===== src/rtl/pipeline_hazard_ctrl.sv =====
// -----------------------------------------------------------------------------
// pipeline_hazard_ctrl
//
// Central sequencer for the PC and the IF_ID / ID_EX / EX_MEM pipeline
// registers. It produces per-stage load enables and flush (bubble) strobes
// from three hazard sources. Priority is fixed at mem_busy > branch_taken >
// load_use. Outputs are combinational (Mealy) from state, inputs and rst_n.
// State, the branch-penalty counter and the performance counters are
// registered. The pipeline registers give flush priority over enable.
//
// Ports:
//   clk, rst_n           rising-edge clock, asynchronous active-low reset
//   id_rs1, id_rs2       source register indices of the instruction in ID
//   id_uses_rs1/_rs2     the ID instruction actually reads rs1 / rs2
//   ex_mem_read, ex_rd   the EX instruction is a load, and its destination
//   branch_taken         EX resolved a taken branch/jump this cycle
//   mem_busy             data memory not ready; freeze the whole pipe
//   pc_en, if_id_en, id_ex_en, ex_mem_en   stage load enables
//   if_id_flush, id_ex_flush               stage bubble strobes
//   stall_cnt            saturating count of cycles with pc_en = 0
//   flush_cnt            saturating count of taken-branch events
//
// Build option:
//   PIPE_CTRL_PERF_CNT_EN  defined   -> stall_cnt / flush_cnt implemented
//                          undefined -> no counter flops, both outputs tied 0
// -----------------------------------------------------------------------------
module pipeline_hazard_ctrl #(
    parameter int REG_W          = 5,
    parameter int BRANCH_PENALTY = 1,
    parameter int CNT_W          = 16
) (
    input  logic             clk,
    input  logic             rst_n,
    input  logic [REG_W-1:0] id_rs1,
    input  logic [REG_W-1:0] id_rs2,
    input  logic             id_uses_rs1,
    input  logic             id_uses_rs2,
    input  logic             ex_mem_read,
    input  logic [REG_W-1:0] ex_rd,
    input  logic             branch_taken,
    input  logic             mem_busy,
    output logic             pc_en,
    output logic             if_id_en,
    output logic             if_id_flush,
    output logic             id_ex_en,
    output logic             id_ex_flush,
    output logic             ex_mem_en,
    output logic [CNT_W-1:0] stall_cnt,
    output logic [CNT_W-1:0] flush_cnt
);

    typedef enum logic [1:0] {
        ST_RUN        = 2'd0,
        ST_LOAD_STALL = 2'd1,
        ST_BR_FLUSH   = 2'd2
    } state_t;

    // Counter value loaded on a taken branch: the branch cycle itself is the
    // first flush cycle, so BR_FLUSH covers the remaining BRANCH_PENALTY-1.
    localparam logic [3:0] PEN_RELOAD = 4'(BRANCH_PENALTY - 1);
    localparam bit         PEN_MULTI  = (BRANCH_PENALTY > 1);

    state_t     state_r;
    state_t     state_nxt_s;
    logic [3:0] pen_r;
    logic [3:0] pen_nxt_s;
    logic       load_use_s;
    logic       stall_evt_s;
    logic       flush_evt_s;

    // Load-use hazard detect; register 0 is hardwired so never stalls.
    always_comb begin
        load_use_s = ex_mem_read && (ex_rd != {REG_W{1'b0}}) &&
                     ((id_uses_rs1 && (id_rs1 == ex_rd)) ||
                      (id_uses_rs2 && (id_rs2 == ex_rd)));
    end

    // Next-state, penalty counter and Mealy output decode.
    always_comb begin
        state_nxt_s = state_r;
        pen_nxt_s   = pen_r;
        pc_en       = 1'b1;
        if_id_en    = 1'b1;
        if_id_flush = 1'b0;
        id_ex_en    = 1'b1;
        id_ex_flush = 1'b0;
        ex_mem_en   = 1'b1;
        stall_evt_s = 1'b0;
        flush_evt_s = 1'b0;

        if (!rst_n) begin
            // Reset forces a full bubble regardless of the clock.
            pc_en       = 1'b0;
            if_id_en    = 1'b0;
            id_ex_en    = 1'b0;
            ex_mem_en   = 1'b0;
            if_id_flush = 1'b1;
            id_ex_flush = 1'b1;
            state_nxt_s = ST_RUN;
            pen_nxt_s   = 4'd0;
        end else if (mem_busy) begin
            // Freeze: everything holds, only the stall counter advances.
            pc_en       = 1'b0;
            if_id_en    = 1'b0;
            id_ex_en    = 1'b0;
            ex_mem_en   = 1'b0;
            stall_evt_s = 1'b1;
        end else if (branch_taken) begin
            // Same handling from every state, including reload in BR_FLUSH.
            if_id_flush = 1'b1;
            id_ex_flush = 1'b1;
            flush_evt_s = 1'b1;
            if (PEN_MULTI) begin
                state_nxt_s = ST_BR_FLUSH;
                pen_nxt_s   = PEN_RELOAD;
            end else begin
                state_nxt_s = ST_RUN;
                pen_nxt_s   = 4'd0;
            end
        end else begin
            case (state_r)
                ST_RUN: begin
                    if (load_use_s) begin
                        pc_en       = 1'b0;
                        if_id_en    = 1'b0;
                        id_ex_flush = 1'b1;
                        stall_evt_s = 1'b1;
                        state_nxt_s = ST_LOAD_STALL;
                    end else begin
                        state_nxt_s = ST_RUN;
                    end
                end
                ST_LOAD_STALL: begin
                    // The load has moved to MEM; the hazard is resolved.
                    state_nxt_s = ST_RUN;
                end
                ST_BR_FLUSH: begin
                    if_id_flush = 1'b1;
                    if (pen_r <= 4'd1) begin
                        state_nxt_s = ST_RUN;
                        pen_nxt_s   = 4'd0;
                    end else begin
                        state_nxt_s = ST_BR_FLUSH;
                        pen_nxt_s   = pen_r - 4'd1;
                    end
                end
                default: begin
                    state_nxt_s = ST_RUN;
                    pen_nxt_s   = 4'd0;
                end
            endcase
        end
    end

    // State and branch-penalty counter registers.
    always_ff @(posedge clk or negedge rst_n) begin
        if (!rst_n) begin
            state_r <= ST_RUN;
            pen_r   <= 4'd0;
        end else begin
            state_r <= state_nxt_s;
            pen_r   <= pen_nxt_s;
        end
    end

`ifdef PIPE_CTRL_PERF_CNT_EN
    logic [CNT_W-1:0] stall_cnt_r;
    logic [CNT_W-1:0] flush_cnt_r;

    // Saturating performance counters.
    always_ff @(posedge clk or negedge rst_n) begin
        if (!rst_n) begin
            stall_cnt_r <= {CNT_W{1'b0}};
            flush_cnt_r <= {CNT_W{1'b0}};
        end else begin
            if (stall_evt_s && (stall_cnt_r != {CNT_W{1'b1}})) begin
                stall_cnt_r <= stall_cnt_r + CNT_W'(1);
            end
            if (flush_evt_s && (flush_cnt_r != {CNT_W{1'b1}})) begin
                flush_cnt_r <= flush_cnt_r + CNT_W'(1);
            end
        end
    end

    assign stall_cnt = stall_cnt_r;
    assign flush_cnt = flush_cnt_r;
`else
    logic unused_evt_s;

    // Event strobes have no consumer without the counters.
    always_comb begin
        unused_evt_s = stall_evt_s ^ flush_evt_s;
    end

    assign stall_cnt = {CNT_W{1'b0}};
    assign flush_cnt = {CNT_W{1'b0}};
`endif

endmodule


===== config.mk =====
export PLATFORM = sky130hd
export DESIGN_NAME = pipeline_hazard_ctrl
export DESIGN_NICKNAME = d
export VERILOG_FILES = /design/src/rtl/pipeline_hazard_ctrl.sv
export SDC_FILE = /design/constraint.sdc
export NUM_CORES = 1
export LEC_CHECK = 0
export ABC_AREA = 1
export CAP_MARGIN = 20
export CELL_PAD_IN_SITES_DETAIL_PLACEMENT = 0
export CELL_PAD_IN_SITES_GLOBAL_PLACEMENT = 1
export CORE_UTILIZATION = 24
export DETAILED_ROUTE_END_ITERATION = 10
export GPL_TIMING_DRIVEN = 0
export PLACE_DENSITY = 0.95
export SLEW_MARGIN = 20
export SYNTH_ARGS = -nofsm -noshare
export SYNTH_HDL_FRONTEND = slang
export SYNTH_SLANG_ARGS = --single-unit

===== constraint.sdc =====
create_clock -name clk -period 3.2 [get_ports clk]
set_clock_uncertainty 0.1 [all_clocks]
set_input_delay 0.32 -clock clk [delete_from_list [all_inputs] [get_ports clk]]
set_output_delay 0.32 -clock clk [all_outputs]
set_load 0.02 [all_outputs]

Word-level counts from Yosys, hierarchy flattened
Index checks and enable logic that the tools add are counted.
{"block": "totals", "regBits": 6, "inputBits": 22, "elab_cells": 46}
{"block": "op_classes", "add_sub_neg": 1, "n_lt_le_gt_ge": 1, "n_eq_ne": 6, "muxes": 27, "n_reduce_logical": 9}
{"operator": "1-bit two-way mux", "count": 17}
{"operator": "4-bit two-way mux", "count": 4}
{"operator": "5-bit equality test", "count": 2}
{"operator": "2-bit two-way mux", "count": 4}
{"operator": "4-bit one-hot mux with 2 select lines", "count": 1}
{"operator": "5-bit nonzero test", "count": 1}
{"operator": "4-bit by 1-bit less-or-equal comparator with 1-bit output (second input constant)", "count": 1}
{"operator": "1-bit logical AND", "count": 4}
{"operator": "2-bit one-hot mux with 2 select lines", "count": 1}
{"operator": "4-bit by 1-bit subtractor with 4-bit output (second input constant)", "count": 1}
{"operator": "3-bit by 2-bit != test with 1-bit output (second input constant)", "count": 1}
{"operator": "2-bit by 1-bit equality test with 1-bit output (second input constant)", "count": 1}
{"operator": "2-bit equality test (second input constant)", "count": 1}
{"operator": "2-bit zero test", "count": 1}
{"operator": "2-bit != test (second input constant)", "count": 1}
{"operator": "2-bit AND reduction", "count": 1}
{"operator": "2-bit OR reduction", "count": 1}
{"operator": "1-bit logical OR", "count": 1}

Logic depth before layout (Yosys ltp)
Gate-level depths: netlist of run 1.
{"block": "logic_depth", "depth_word": 9, "mapped_depth": 10, "depth_no_buf": 9}

Worst setup path before layout of run 1
OpenSTA, ideal clock, no wires.
{"block": "synth_path", "kind": "input to output", "from": "input rst_n", "to": "output pc_en", "t_arrival_ns": 1.158, "t_required_ns": 2.780, "path_slack_ns": 1.622, "stages": 5, "n_path_buf": 1, "path_cell_list": "inv_1 -> nor2_1 -> nand2_1 -> inv_1 -> buf_4"}
{"block": "synth_between", "elab_chain_cells": 1}
{"item": "start: declaration", "line": "33", "text": "input logic rst_n,"}
{"item": "1-bit two-way mux"}
{"item": "end: declaration", "line": "42", "text": "output logic pc_en,"}
Every way passes these cells.

Worst setup path in the final report of run 1
{"block": "layout_path", "from": "input rst_n", "to": "output pc_en"}
{"block": "layout_between", "elab_chain_cells": 1}
{"item": "1-bit two-way mux", "line": "91", "text": "if (!rst_n) begin"}
Every way passes these cells.

==> results of run 1 <==
## worst register-to-register path, stage by stage, from the launching register on
cell      delay (ns)
dfrtp_1         0.40
inv_1           0.08
ha_1            0.22
o211ai_1        0.27
nand3_4         0.14
o22ai_1         0.13
## where the power goes
group / internal (W) / switching, W
logic: 0.0000678 / 0.0000732
clock network: 0.0000423 / 0.0000254
registers: 0.0000762 / 0.0000000482
total: 0.000186 / 0.0000987
## state kept, by name (all words and copies together), names as in the netlist
name / cells
state_r: 2
pen_r: 4
## cells in the final DEF, fill, tap and decap left out
master and n:
nand4_1 2, ha_1 2, inv_1 22, o22ai_1 3
a21oi_2 1, clkdlybuf4s50_1 27, clkbuf_4 3, conb_1 32
xnor2_1 1, nand2_2 1, nand3_4 1, nor2_1 11
nand2_1 35, nor2_4 1, xor2_1 1, buf_4 34
o211ai_1 1, nand3_1 5, o21ai_0 2, or2_4 1
inv_2 3, o21ai_2 1, a21oi_1 1, dfrtp_1 6
## metrics by stage
step | area, um2 | power, W | utilization [%]
finish | 1325 | 0.0002851 | 39.09
global route | 1325 | 0.0003085 | 39.09
CTS | 1325 | 0.0002887 | 39.09
detailed placement | 1303 | 0.0002179 | 38.43
global placement | 1303 | 0.0002171 | 38.43
floorplan | 974.7 | 0.0001737 | -
## path summary, 6_finish.rpt
| kind | cells past startpoint | slack [ns] | endpoint |
|---|---|---|---|
| worst min-delay path | 1 | 0.27 | pen_r[3] |
| worst min register to register | 2 | 0.40 | state_r[0] |
| min in group clk | 2 | 0.40 | state_r[0] |
| worst max-delay path | 7 | 0.63 | pc_en |
| worst max register to register | 5 | 1.78 | pen_r[2] |
| max in group asynchronous | 1 | 2.45 | state_r[0] |
## metal layers
layer,up-vias,wire (um)
met5,-,0
li1,471,-
met1,332,665
met3,0,115
met4,0,0
met2,31,750
## logic make-up after synthesis
family / share of synthesized area [%]
AO/OA/AOI/OAI: 6.852
adder cells (fa/ha/maj): 2.915
other: 0.4369
buffers and inverters: 40.67
flip-flops: 17.49
AND/OR/NAND/NOR: 29.59
XOR/XNOR: 2.041
## final cells by class
cell class	count	area, um2
fill	339	2064
multi-input combinational	102	475.5
timing repair buffer	27	270.3
buffer	34	255.2
sequential	6	150.1
inverter	25	93.84
tap	46	57.56
clock buffer	3	22.52
==> flow_summary.yaml, run 1 <==
logic_synthesis:
  ys_warn_count: 0
  avgSynthCellArea_um2: 6.311
  synth_common_cells: "nand2_1, buf_4, inv_1"
  synth.most_common_cell: "nand2_1"
  syn_inst: 136
  synth_top_area_cell: "buf_4"
  ys_async_sr_fraction_pct: 100.0
  synth.area.top_cells: "buf_4, dfrtp_1, nand2_1"
  synth_edf_count: 0
  synth_seq_cells: 6
  ys_types: 22
  netlist_area_um2: 858.3
  synthFlopType: "dfrtp_1"
  synth_top_area_share_pct: 29.74
  ys_seq_area_share_pct: 17.49
timing:
  fin_setup_tns_ns: 0
  slew_viol_final: 0
  hold_viol_final: 0
  max_freq_ghz: 0.3896
  finalSetupViolations: 0
  rsz0062_at_grt: "false"
  finalCritPeriodShare_pct: 80.21
  whs_ns: 0.2692
  layout_min_cycle_time_ns: 2.567
  worst_slack_ns: 0.6333
detailed_routing:
  drc: 0
  first_pass_iters: 4
  wirelength_mm: 1.530
  antenna_left: 0
  num_vias: 834
  vias_per_cell: 3.432
  first_iter_violations: 18
  wl_per_cell_um: 6.296
critical_path:
  worstPathCellList: "clkdlybuf4s50_1, inv_1, nor2_1, nand2_1, inv_1, buf_4, clkdlybuf4s50_1"
  cp_slowest_cell: "clkdlybuf4s50_1"
  reg2reg_from: "pen_r[0]"
  cp_max_fo: 9
  arrival_ns: 2.15
  critPathLaunchType: "input pin"
  cpPeakStageDelay_ns: 0.71
  crit_buf_inv: 5
  cp_data_required_time_ns: 2.78
  crit_path_start: "rst_n"
  cp_top_family: "buffers and inverters"
  end_kind: "output port"
  critPathKind: "in2out"
floorplan:
  die_w_um: 61.80
  io_pins: 60
  fp.dieH_um: 61.80
  rows: 21
  core_area_mm2: 0.003390
  dieArea_mm2: 0.003819
  start_util_pct: 25.32
power:
  leakagePower_nw: 0.7898
  power_density_mw_per_mm2: 215.2
  peakVddDrop_mv: 0.06614
clock_network:
  clk_path_buf_depth: 2
  cts_made_buffers: 3
  cts_tree: "yes"
  cts.repair.resized: 0
  insertion_delay_ns: 0.24
  cts_sinks: 6
  clk_pin_slew_ns: 0.05
  post_cts_buffers: 0
  holdBufCountCts: 0
  root_buffer: "clkbuf_4"
  htree_levels: 1
placement:
  port_buffers: 27
  placedCellCount: 240
  post-place-ws_ns: 0.5956
  globalplace.congestion: 0.7951
  dp_hpwl_mm: 1.404
grt:
  grt_first_pass_wirelength_mm: 2.277
  grt_use_met3_pct: 1.863
  busiest_layer: "met2"
  grt_max_degree: 10
  grt_pass1_vias: 643
  grt_antenna_before_repair: 0
  grt_remaining_overflow: 0
  met1_usage_pct: 8.955
  use_met2_pct: 14.59
  track_usage_pct: 7.964
final_layout:
  nNetsFinal: 223
  area_growth_pct: 54.37
  fin_cells: 243
  antennaDiodeCount: 0
  drive_above_1_share_pct: 23.35
status:
  outcome: "complete, no violations"
worst_hold_path:
  hold_class: "in2async"
job:
  maxCapViolCount: 0
Note: power is estimated with default switching activity, not from simulation.
==> inputs of run 2 (changes only) <==
Settings changed: CORE_UTILIZATION 24 to 20, PLACE_DENSITY 0.95 to 0.87.
Clock period 3.2 ns to 2.25 ns, I/O delays scaled along.
==> run 2 against run 1 <==
Against the previous run:
- sequential cell count did not move
- total power up 62%
- die area rose by 19%
- cell count increased by 2.1%
- via count shrank 4.0%
- worst setup slack worse by 0.46 ns
- largest power group unchanged
- sequential power up 43%
==> flow_summary.yaml, run 2 (same netlist as run 1, synthesis figures left out) <==
timing:
  finalCritPeriodShare_pct: 92.11
  max_freq_ghz: 0.4825
  rsz0062_at_grt: "false"
  hold_viol_final: 0
  slew_viol_final: 0
  fin_setup_tns_ns: 0
  worst_slack_ns: 0.1774
  finalSetupViolations: 0
  layout_min_cycle_time_ns: 2.073
grt:
  grt_remaining_overflow: 0
  track_usage_pct: 7.268
  grt_antenna_before_repair: 0
  grt_max_degree: 7
  grt_first_pass_wirelength_mm: 2.490
  grt_pass1_vias: 642
detailed_routing:
  wirelength_mm: 1.589
  num_vias: 801
  vias_per_cell: 3.230
  drc: 0
  first_pass_iters: 4
  wl_per_cell_um: 6.407
  antenna_left: 0
  first_iter_violations: 46
critical_path:
  r2r_slack_ns: 0.81
  cp_max_fo: 3
  end_kind: "output port"
  worstPathCellList: "clkdlybuf4s50_1, inv_1, nand2_2, inv_1, a21oi_1, clkdlybuf4s50_1"
  cp_slowest_cell: "clkdlybuf4s50_1"
  rr_worst_depth: 5
  crit_buf_inv: 4
  cpPeakStageDelay_ns: 0.63
  cp_data_required_time_ns: 1.92
  critPathLaunchType: "input pin"
  r2r-end: "pen_r[2]"
  critPathKind: "in2out"
  arrival_ns: 1.75
  reg2reg_from: "pen_r[0]"
  cp_top_family: "buffers and inverters"
worst_hold_path:
  hold_class: "reg2reg"
  worstHoldEndpoint: "state_r[0]"
  holdPathStages: 2
  min_from: "state_r[0]"
power:
  peakVddDrop_mv: 0.1651
  leakagePower_nw: 0.8074
  power_density_mw_per_mm2: 342.3
placement:
  post-place-ws_ns: -0.1566
  globalplace.congestion: 0.7359
  port_buffers: 27
  dp_hpwl_mm: 1.438
  placedCellCount: 244
final_layout:
  area_growth_pct: 57.58
  largestRegisters: "pen_r (4), state_r (2)"
  nNetsFinal: 224
  fin_cells: 248
  largest_reg_flops: 4
  mostFrequentLayoutCells: "nand2_1, buf_4, conb_1, clkdlybuf4s50_1, inv_1"
  antennaDiodeCount: 0
  top_register: "pen_r"
  drive_above_1_share_pct: 24.24
  fillers: 438
clock_network:
  post_cts_buffers: 0
  root_buffer: "clkbuf_8"
  clk_pin_slew_ns: 0.03
  insertion_delay_ns: 0.22
  cts_made_buffers: 3
  htree_levels: 1
  cts_tree: "yes"
  clk_path_buf_depth: 2
  cts_sinks: 6
status:
  outcome: "complete, no violations"
floorplan:
  die_w_um: 67.51
  rows: 23
  start_util_pct: 21.15
  core_area_mm2: 0.004058
  io_pins: 60
  dieArea_mm2: 0.004558
  fp.dieH_um: 67.51
job:
  maxCapViolCount: 0
-- run 2: worst max-delay path by stage --
| stage | from | end | slack [ns] | cells after the start |
|---|---|---|---|---|
| after floorplan | rst_n | pc_en | 0.86 | 5 |
| after global placement | rst_n | pc_en | -0.15 | 7 |
| after detailed placement | rst_n | pc_en | -0.16 | 7 |
| after CTS | ex_rd[0] | pc_en | 0.09 | 12 |
| after global routing | ex_rd[4] | id_ex_flush | 0.07 | 10 |
| final | branch_taken | if_id_flush | 0.18 | 6 |
-- run 2: timing repair --
| action | 4_1_cts | 5_1_grt |
|---|---|---|
| gates cloned | 0 | 0 |
| endpoints found under the setup margin | 5 | 1 |
| resized for setup | 4 | 3 |
| endpoints found under the hold margin | 6 | 0 |
| hold buffers | 1 | 0 |
-- run 2: per-layer routing --
layer  wire [um]  global-route usage, %  vias to the layer above
met5           0                      0                        -
met4           0                  3.191                        0
li1            -                      -                      465
met3         125                  2.027                        0
met2         802                  13.12                       30
met1         660                  7.762                      306
-- run 2: per-stage QoR --
stage | util, % | hold WS (ns) | total power, W | cell area [um2]
after global placement | 32.22 | 0.4019 | 0.0003093 | 1308
after detailed placement | 32.22 | 0.4126 | 0.0003098 | 1308
final | 33.33 | 0.4046 | 0.0004630 | 1353
after global routing | 33.33 | 0.4363 | 0.0004963 | 1353
after CTS | 33.36 | 0.4201 | 0.0004673 | 1354
after floorplan | - | -0.1706 | 0.0002470 | 974.7
-- run 2: worst reg2reg max path, cell delays in order, from the launching register on --
cell and delay [ns]:
dfrtp_1 0.40, inv_1 0.08, ha_1 0.23, o211ai_1 0.28, nand3_4 0.14, o22ai_1 0.14
-- run 2: power by group --
group / switching, W / internal, W
combinational: 0.000105 / 0.0000944
clock: 0.0000407 / 0.000114
sequential: 0.0000000696 / 0.000109
total: 0.000145 / 0.000318
-- run 2: layout make-up --
class	count	area, um2	share of cell area [%]
repair buffers	28	271.5	20.07
inverters	25	93.84	6.938
multi-input cells	102	478.0	35.34
plain buffers	34	255.2	18.87
well taps	50	62.56	4.625
clock buffers	3	41.29	3.053
flip-flops and latches	6	150.1	11.10
